$ cat config.mk
export PLATFORM = sky130hd
export DESIGN_NAME = gate_mac_sequencer
export DESIGN_NICKNAME = d
export VERILOG_FILES = /design/src/rtl/gate_mac_sequencer.sv
export SDC_FILE = /design/constraint.sdc
export NUM_CORES = 1
export LEC_CHECK = 0
export CORE_UTILIZATION = 53
export DETAILED_ROUTE_END_ITERATION = 6
export PLACE_DENSITY = 0.72
export SYNTH_ARGS = -nofsm -noshare
export SYNTH_HDL_FRONTEND = slang
export SYNTH_SLANG_ARGS = --single-unit
$ cat constraint.sdc
create_clock -name clk -period 14.2 [get_ports clk]
set_clock_uncertainty 0.2 [all_clocks]
set_input_delay 1.42 -clock clk [delete_from_list [all_inputs] [get_ports clk]]
set_output_delay 1.42 -clock clk [all_outputs]
set_load 0.03 [all_outputs]
$ cat src/rtl/gate_mac_sequencer.sv
// Gate pre-activation MAC sequencer: sum(W[i]*X[i]) + b over one shared multiplier.
// Ports: clk/rst, start/len/bias command, rd_en/rd_addr/x_data/w_data memory, busy, out_valid/out_ready/out_data result.
module gate_mac_sequencer #(
   parameter int DATA_WIDTH  = 16,
   parameter int FRACT_WIDTH = 8,
   parameter int ADDR_WIDTH  = 6
) (
   input  logic                  clk,
   input  logic                  rst,
   input  logic                  start,
   input  logic [ADDR_WIDTH:0]   len,
   input  logic [DATA_WIDTH-1:0] bias,
   output logic                  rd_en,
   output logic [ADDR_WIDTH-1:0] rd_addr,
   input  logic [DATA_WIDTH-1:0] x_data,
   input  logic [DATA_WIDTH-1:0] w_data,
   output logic                  busy,
   output logic                  out_valid,
   input  logic                  out_ready,
   output logic [DATA_WIDTH-1:0] out_data
);

   localparam int PW = 2*DATA_WIDTH;
   localparam int AW = 2*DATA_WIDTH + ADDR_WIDTH;
   localparam logic [ADDR_WIDTH:0] MAX_LEN = {1'b1, {ADDR_WIDTH{1'b0}}};

   typedef enum logic [2:0] {
      S_IDLE, S_RUN, S_DRAIN, S_FINISH, S_OUT
   } state_t;

   state_t                state_q, state_d;
   logic [ADDR_WIDTH:0]   len_q, len_d;
   logic [DATA_WIDTH-1:0] bias_q, bias_d;
   logic [ADDR_WIDTH-1:0] addr_q, addr_d;
   logic [AW-1:0]         acc_q, acc_d;
   logic [DATA_WIDTH-1:0] out_q, out_d;
   logic                  vld_q;

   logic signed [PW-1:0]  prod_full;
   logic signed [PW-1:0]  prod_sh;
   logic [AW-1:0]         prod_ext;
   logic [AW-1:0]         sum;
   logic [AW-DATA_WIDTH:0] sum_hi;
   logic                  last;

   assign prod_full = $signed(x_data) * $signed(w_data);
   assign prod_sh   = prod_full >>> FRACT_WIDTH;
   assign prod_ext  = {{ADDR_WIDTH{prod_sh[PW-1]}}, prod_sh};
   assign sum       = acc_q + {{(AW-DATA_WIDTH){bias_q[DATA_WIDTH-1]}}, bias_q};
   // Result fits iff all bits from the result sign bit upward agree.
   assign sum_hi    = sum[AW-1:DATA_WIDTH-1];
   assign last      = ({1'b0, addr_q} == len_q - (ADDR_WIDTH+1)'(1));

   assign rd_en     = (state_q == S_RUN);
   assign rd_addr   = addr_q;
   assign busy      = (state_q != S_IDLE);
   assign out_valid = (state_q == S_OUT);
   assign out_data  = out_q;

   always_comb begin
      state_d = state_q;
      len_d   = len_q;
      bias_d  = bias_q;
      addr_d  = '0;
      acc_d   = acc_q;
      out_d   = out_q;
      if (vld_q) acc_d = acc_q + prod_ext;
      unique case (state_q)
         S_IDLE: begin
            if (start) begin
               len_d   = (len > MAX_LEN) ? MAX_LEN : len;
               bias_d  = bias;
               acc_d   = '0;
               state_d = (len == '0) ? S_FINISH : S_RUN;
            end
         end
         S_RUN: begin
            addr_d = addr_q + ADDR_WIDTH'(1);
            if (last) begin
               addr_d  = '0;
               state_d = S_DRAIN;
            end
         end
         S_DRAIN: state_d = S_FINISH;
         S_FINISH: begin
            if ((sum_hi == '0) || (sum_hi == '1))
               out_d = sum[DATA_WIDTH-1:0];
            else if (sum[AW-1])
               out_d = {1'b1, {(DATA_WIDTH-1){1'b0}}};
            else
               out_d = {1'b0, {(DATA_WIDTH-1){1'b1}}};
            state_d = S_OUT;
         end
         S_OUT: if (out_ready) state_d = S_IDLE;
         default: state_d = S_IDLE;
      endcase
   end

   always_ff @(posedge clk) begin
      if (rst) begin
         state_q <= S_IDLE;
         len_q   <= '0;
         bias_q  <= '0;
         addr_q  <= '0;
         acc_q   <= '0;
         out_q   <= '0;
         vld_q   <= 1'b0;
      end else begin
         state_q <= state_d;
         len_q   <= len_d;
         bias_q  <= bias_d;
         addr_q  <= addr_d;
         acc_q   <= acc_d;
         out_q   <= out_d;
         vld_q   <= rd_en;
      end
   end

endmodule

# --- After elaboration in Yosys (flattened, before gate mapping) ---
# Index checks and enable logic that the tools add are counted.
# W data, S select, Z words.
classes:
  add_sub_neg: 4
  n_mul: 1
  order_cmp: 1
  n_eq_ne: 9
  muxes: 11
  bitwise: 1
  reduce_logical: 8
ops:
  columns: ["operator", "count"]
  rows:
  - ["$mux W38", 3]
  - ["$add A38 B38 Y38", 2]
  - ["$mul A16 B16 Y32", 1]
  - ["$mux W16", 2]
  - ["$eq A23 B23 Y1 const B", 1]
  - ["$logic_not A23 Y1", 1]
  - ["$pmux W3 S5", 1]
  - ["$mux W3", 3]
  - ["$eq A6 B7 Y1", 1]
  - ["$gt A7 B7 Y1 const B", 1]
  - ["$logic_not A7 Y1", 1]
  - ["$mux W7", 1]
  - ["$sub A7 B1 Y7 const B", 1]
  - ["$add A6 B1 Y6 const B", 1]
  - ["$eq A3 B2 Y1 const B", 2]
  - ["$ne A2 B1 Y1 const B", 2]
  - ["$eq A3 B1 Y1 const B", 1]
  - ["$eq A3 B3 Y1 const B", 1]
  - ["$logic_not A3 Y1", 1]
  - ["$reduce_and A3 Y1", 1]
  - ["$reduce_bool A3 Y1", 1]
  - ["$reduce_or A3 Y1", 1]
  - ["$mux W2", 1]
  - ["$ne A2 B2 Y1 const B", 1]
  - ["3 further kinds", 3]
totals:
  ff_bits: 87
  inputBits: 59
  wordCells: 42

# --- Depth between registers and ports, before layout ---
logic_depth:
  word_depth: 5
  ltp_mapped: 38

# --- Least setup slack after synthesis ---
# OpenSTA, ideal clock, no wires.
synth_timing:
  path_kind: "input port to flip-flop"
  from: "in w_data[1]"
  to: "reg acc_q[36]"
  arrival_time_ps: 9976
  slack_ps: 3904
  cell_stages: 33
  n_path_buf: 1
  cell_sequence: "clkbuf_1 nand2_1 inv_1 fa_1 inv_1 fa_1 inv_1 fa_1 fa_1 fa_1 inv_1 fa_1 inv_1 ha_1 and3_1 and3_1 nand2_1 nor2_1 a221oi_1 a2111oi_0 o31ai_1 xnor2_1 ha_1 and3_1 and4_1 nand3_1 inv_1 a2111oi_0 a21oi_1 a31o_2 a31oi_1 or4b_2 nand3_1"
synth_via:
  elab_chain_cells: 5
synth_rtl:
  columns: ["item", "line_no", "text"]
  rows:
  - ["start, declared", "16", "input logic [DATA_WIDTH-1:0] w_data,"]
  - ["$mul A16 B16 Y32 (*)", "46", "assign prod_full = $signed(x_data) * $signed(w_data);"]
  - ["$add A38 B38 Y38 (*)", "67", "if (vld_q) acc_d = acc_q + prod_ext;"]
  - ["$mux W38 (*)", "67", null]
  - ["$mux W38", "70", "if (start) begin"]
  - ["$mux W38 (*)", "68", "unique case (state_q)"]
  - ["end signal, assigned", "105", "acc_q <= '0;"]
  - ["end signal, assigned", "113", "acc_q <= acc_d;"]
  - ["end, declared", "35", "logic [AW-1:0] acc_q, acc_d;"]
# Mark *: on every way between the ends. The rest lies on a longest branch, timed or not.
# A chain may end at the register's enable or synchronous reset.

# --- Worst setup path in the final report ---
layout_timing:
  from: "in x_data[15]"
  to: "reg acc_q[36]"
layout_via:
  elab_chain_cells: 5
layout_rtl:
  columns: ["item", "line_no", "text"]
  rows:
  - ["start, declared", "15", "input logic [DATA_WIDTH-1:0] x_data,"]
  - ["$mul A16 B16 Y32 (*)", "46", null]
  - ["$add A38 B38 Y38 (*)", "67", null]
  - ["$mux W38 (*)", "67", null]
  - ["$mux W38", "70", null]
  - ["$mux W38 (*)", "68", null]
# Marked as above.

==> impl_metrics.env <==
export IMPL_status="finished, final reports clean"
export IMPL_cts_sinks=87
export IMPL_clockRootBuffer="clkbuf_16"
export IMPL_arrival_ns=11.37
export IMPL_worst_path_buf_inv=6
export IMPL_critPathSlowestCell="clkdlybuf4s50_1"
export IMPL_layout_cells_non_filler=2388
export IMPL_synthFlopType="dfxtp_1"
export IMPL_dieArea_um2=32570
export IMPL_yosysSeqAreaShare_pct=10.32
export IMPL_cts_tree="built"
export IMPL_hold_viol=0
export IMPL_min_period_ns=11.33
export IMPL_async_flop_share_pct=0
export IMPL_rsz0062_at_grt="false"
export IMPL_die_width_um=180.5
export IMPL_worstPathMaxFanout=16
export IMPL_multi_input_area_um2=13720
export IMPL_area_growth_pct=8.450
export IMPL_synth_edf_count=0
export IMPL_min_path_type="reg -> reg"
export IMPL_end_kind="flop"
export IMPL_initial_core_util_pct=54.47
export IMPL_ioPinCount=84
export IMPL_yosys_warnings=0
export IMPL_synth_seq_cells=87
export IMPL_clk_path_buf_depth=2
export IMPL_rows=64
export IMPL_placed_area_um2=17980
export IMPL_synth_distinct_cells=74
export IMPL_antenna_found_initial=0
export IMPL_layout_common_cells="inv_1, fa_1, nand2_1"
export IMPL_ctsResizeCount=0
export IMPL_postSynthCellCount=1954
export IMPL_place_gp_congestion=0.8869
export IMPL_synth_area_um2=16880
export IMPL_synth_net_count=2432
export IMPL_clk_pin_slew_worst_paths_ns=0.07
export IMPL_drtIter0Drc=799
export IMPL_drc=0
export IMPL_final_setup_tns_ns=0
export IMPL_cts_made_buffers=9
export IMPL_wl_per_cell_um=15.98
export IMPL_drt_total_wl_um=38160
export IMPL_grt_pass1_wl_um=65030
export IMPL_path_depth=36
export IMPL_cts_setup_buffers=0
export IMPL_cts_max_level=3
export IMPL_antenna_cells=0
export IMPL_max_freq_mhz=88.28
export IMPL_cts_hold_buffers=0
export IMPL_dp_cells=2372
export IMPL_crit_top_cell="fa_1"
export IMPL_clock_latency_ns=0.35
export IMPL_slew_violations=0
export IMPL_drive_above_1_share_pct=2.510
export IMPL_critPathTopFamily="adder cells"
export IMPL_worstHoldPathCells=2
export IMPL_core_area_um2=30990
export IMPL_layout_commonest_cell="inv_1"
export IMPL_worstMarginPinSlew_ns=1.044
export IMPL_required_ns=14.24
export IMPL_r2r_cells=13
export IMPL_grt_max_degree=54
export IMPL_die_h_um=180.5
export IMPL_finish_net_count=2465
export IMPL_crit_type="in -> reg"
export IMPL_portBuffers=83
export IMPL_grt_usage_pct=24.20
export IMPL_postLayoutCellArea_um2=18310
export IMPL_drt_vias_per_instance=5.694
export IMPL_final_util_pct=59.07
export IMPL_regArea_um2=1743
export IMPL_grt_pass1_vias=13880
export IMPL_setup_viol=0
export IMPL_grt_ovfl_total=0
export IMPL_nFillCells=2784
export IMPL_drtPass1Iterations=5
export IMPL_ant_nets=0
export IMPL_max_stage_delay_ns=0.77
export IMPL_syn_area_per_cell_um2=8.639
export IMPL_hpwl_um=30800
export IMPL_post_route_period_util_pct=79.77
export IMPL_maxCapViolations=0
export IMPL_relSlewSlack_pct=29.93
export IMPL_vias=13600
export IMPL_crit_path_start_kind="primary input"
state kept, by name, summed over array words and instances (netlist names):
register,flops
acc_q,38
bias_q,16
len_q,7
out_data,16
rd_addr,6
state_q,3
vld_q,1
final timing paths:
check / start / endpoint / slack (ns)
hold / removal: bias_q[14] / bias_q[14] / 0.27
setup reg to reg: bias_q[15] / out_data[4] / 8.83
setup / recovery: x_data[15] / acc_q[36] / 2.87
hold reg to reg: bias_q[14] / bias_q[14] / 0.27
worst reg2reg max path: stages (launching register included):
cell      delay [ns]
dfxtp_1         1.01
ha_1            0.44
a21o_1          0.17
a21o_1          0.16
a21o_1          0.23
a221o_1         0.39
a21oi_2         0.19
o21ai_2         0.11
a41oi_4         0.30
o211ai_1        0.15
a311oi_1        0.62
nor4b_1         0.14
o21ai_1         0.84
o221a_2         0.36
metal layers:
| layer | vias up | global-route usage (%) | share of wire, % |
|---|---|---|---|
| li1 | 6460 | - | - |
| met1 | 6720 | 30.60 | 42 |
| met5 | - | 0 | 0 |
| met3 | 78 | 2.870 | 4.1 |
| met4 | 0 | 6.667 | 2.7 |
| met2 | 339 | 43.44 | 51 |
per-stage QoR:
stage,hold WS (ns),worst slack (ns)
floorplan,0.2406,3.904
global placement,0.2477,2.697
detailed placement,0.2535,2.534
CTS,0.2673,2.881
global route,0.2894,2.189
finish,0.2662,2.872
cell families after synthesis:
kind of cell / count (synthesis) / synth area share (%)
compound gates: 300 / 12.26
xor+xnor: 95 / 4.929
fa+ha+maj: 419 / 42.75
buf+inv: 374 / 8.420
flops: 87 / 10.32
mux: 31 / 1.846
simple gates: 648 / 19.47
area by class of cell:
type | instances | area share (%)
multi-input combinational | 1493 | 74.93
clock buffer | 9 | 1.230
tap | 396 | 2.707
timing repair buffer | 88 | 4.743
clock inverter | 7 | 0.5536
inverter | 308 | 6.315
sequential | 87 | 9.521
cells in the mapped netlist (6+ instances only):
cell,instances,share of area [%]
a311oi_1,7,0.36
nand2b_1,27,1.0
dfxtp_1,87,10
mux2i_1,30,1.8
fa_1,263,31
nor3_1,30,0.89
a2111oi_0,8,0.42
and3_1,19,0.70
nor4_1,8,0.30
nand3_1,30,0.89
a21oi_1,96,2.8
a21o_1,34,1.5
or3_1,11,0.41
xnor2_1,66,3.4
and2_1,128,4.7
nand2_1,207,4.6
nand3b_1,14,0.62
o21ai_0,36,1.1
xor2_1,29,1.5
o221a_1,10,0.67
o211ai_1,7,0.31
nand4_1,15,0.56
o21ai_1,6,0.18
inv_1,308,6.8
nor2_1,105,2.3
clkbuf_1,53,1.2
a211oi_1,9,0.40
o21bai_1,11,0.49
o21a_1,8,0.36
buf_2,8,0.24
a31oi_1,13,0.48
ha_1,156,12
nor2b_1,20,0.74
Power is not shown: default switching activity piles up to over one toggle a cycle in this logic, so the estimate is an artifact.
==> patch, RTL diff (config.mk and constraints unchanged) <==
The 5 states of `state_t` get a one-hot encoding in 5 bits.
--- a/src/rtl/gate_mac_sequencer.sv
+++ b/src/rtl/gate_mac_sequencer.sv
@@ -24,8 +24,8 @@
    localparam int AW = 2*DATA_WIDTH + ADDR_WIDTH;
    localparam logic [ADDR_WIDTH:0] MAX_LEN = {1'b1, {ADDR_WIDTH{1'b0}}};
 
-   typedef enum logic [2:0] {
-      S_IDLE, S_RUN, S_DRAIN, S_FINISH, S_OUT
+   typedef enum logic [4:0] {
+      S_IDLE = 5'b00001, S_RUN = 5'b00010, S_DRAIN = 5'b00100, S_FINISH = 5'b01000, S_OUT = 5'b10000
    } state_t;
 
    state_t                state_q, state_d;
Formal check against the unedited RTL: same outputs for any inputs over 4 cycles, from zero or initial values and one cycle with rst high; so few cycles prove little.
==> patch against the unedited design <==
- maximum frequency is 7.6% higher
- sequential cell count rose by 2
- synthesized area up 0.48%
- worst setup slack gained 800 ps
- count of clock-buffer cells in the layout did not move
- first-iteration DRC count decreased by 26%
- cell area increased by 0.31%
- wire length grew 0.55%
Power is not shown: default switching activity piles up to over one toggle a cycle in this logic, so the estimate is an artifact.
==> patch: results (changes against the unedited design) <==
status=completed; CP arrival=10570 ps (-800 ps); total global-route track usage=24.5% (+0.33 points); number of global-route vias before repair=13900 (+0.17%); most frequent cells after synthesis=310 x inv_1, 263 x fa_1, 220 x nand2_1; kind of critical path=input port to register; max reg flops=38 (unchanged); Worst Hold Class=register to register; number of CTS-inserted buffers=9 (unchanged); Inserted Diodes=0 (unchanged); Cells after DPL=2393 (+0.89%); Final Slew Violations=0 (unchanged); Main synth FF type=dfxtp_1; clock slew at reported path FFs=70 ps (about the same); instance area at placement=18100 um2 (+0.53%); initial DRC count=591 (-26%); DRT met1 WL=16500 um (+2.5%); share of layout cells above drive strength 1=2.44% (-0.069 points); RePlAce Congestion=0.907 (+2.3%); number of distinct library cells after synthesis=82 (+11%); DR WL met3=1400 um (-10%); metal2 WL=19400 um (-0.15%); first-pass iteration count of the detailed router=5 (unchanged); total number of vias=13433 (-1.2%); H-tree depth=3 (unchanged); Max Root-Sink Buffers=2 (unchanged); nets@finish=2480 (+0.61%); # resized after CTS=0 (unchanged); Max stage delay on crit path=740 ps (-30 ps); Seq/Total Area, Yosys=10.5% (+0.19 points); Worst path slowest cell=clkdlybuf4s50_1; Worst-Margin Slew=981 ps (-62.8 ps); largest net degree at the start of global routing=43 (-20%); global-route wire length before repair=65900 um (+1.3%); Worst-Skew Late Latency=350 ps (about the same); Synth warnings=0 (unchanged); fraction of registers with async set or reset after synthesis=0% (unchanged); CP Launch Point=x_data[15]; Crit Path Max Fanout=16 (unchanged); routed len/inst=15.9 um (-0.32%); total setup buffers inserted after CTS=0 (unchanged); Crit path max-delay family=adder cells; Detailed Place HPWL=31300 um (+1.7%); clock root buffer master=clkbuf_16; uppermost routed layer=met4; IO Port Bufs=83 (unchanged); synth top area cells=fa_1 31%, ha_1 12%, dfxtp_1 11%; initial antenna violation count=0 (unchanged); Synth Instances=1969 (+0.77%); Hold Path Origin=bias_q[12]; Top reg by flops=acc_q; final WL=38400 um (+0.55%); Critical R2R Launch=bias_q[15]
[patch: cell types whose count changed after synthesis, sizes merged, moves of 12 or more]
| cell | change |
|---|---|
| xnor2 | +12 |
| nand2 | +13 |
| o221a | -15 |
| a21o | +18 |
| o21ai | +24 |
[patch: per-stage QoR]
step | hold WS (ps) | util [%] | worst slack [ps]
after floorplan | 241 | - | 4450
after global placement | 248 | 57.3 | 3550
after detailed placement | 257 | 57.3 | 3330
after CTS | 268 | 58.2 | 3680
after global routing | 290 | 58.2 | 3110
final | 267 | 58.2 | 3670
[patch: logic make-up after synthesis]
| kind of cell | share of synthesized area (%) |
|---|---|
| XOR/XNOR | 5.72 |
| flip-flops | 10.5 |
| AO/OA/AOI/OAI | 13.0 |
| buffers and inverters | 8.48 |
| adder cells (fa/ha/maj) | 42.5 |
| AND/OR/NAND/NOR | 17.4 |
| multiplexers | 2.32 |
[patch: worst min-delay path, cell delays in order (launching register included)]
cell	delay (ps)
dfxtp_1	310
nand2_1	50
a21oi_1	50
[patch: layer usage]
layer | vias up | GRT usage, %
li1 | 6421 | -
met4 | 0 | 6.87
met5 | - | 0
met2 | 286 | 43.7
met3 | 71 | 2.12
met1 | 6655 | 31.8
[patch: worst paths after layout]
check	cells past startpoint	slack (ps)	end
worst max-delay path	38	3670	acc_q[36]
worst min register to register	2	270	bias_q[12]
worst min-delay path	2	270	bias_q[12]
worst max register to register	13	9470	out_data[3]
[patch: final cells by class]
type | instances | area [um2]
multi-input cells | 1502 | 13700
well taps | 402 | 503
inverters | 310 | 1160
clock buffers | 9 | 225
fillers | 2815 | 13200
flip-flops and latches | 89 | 1780
repair buffers | 90 | 883
clock inverters | 7 | 63.8
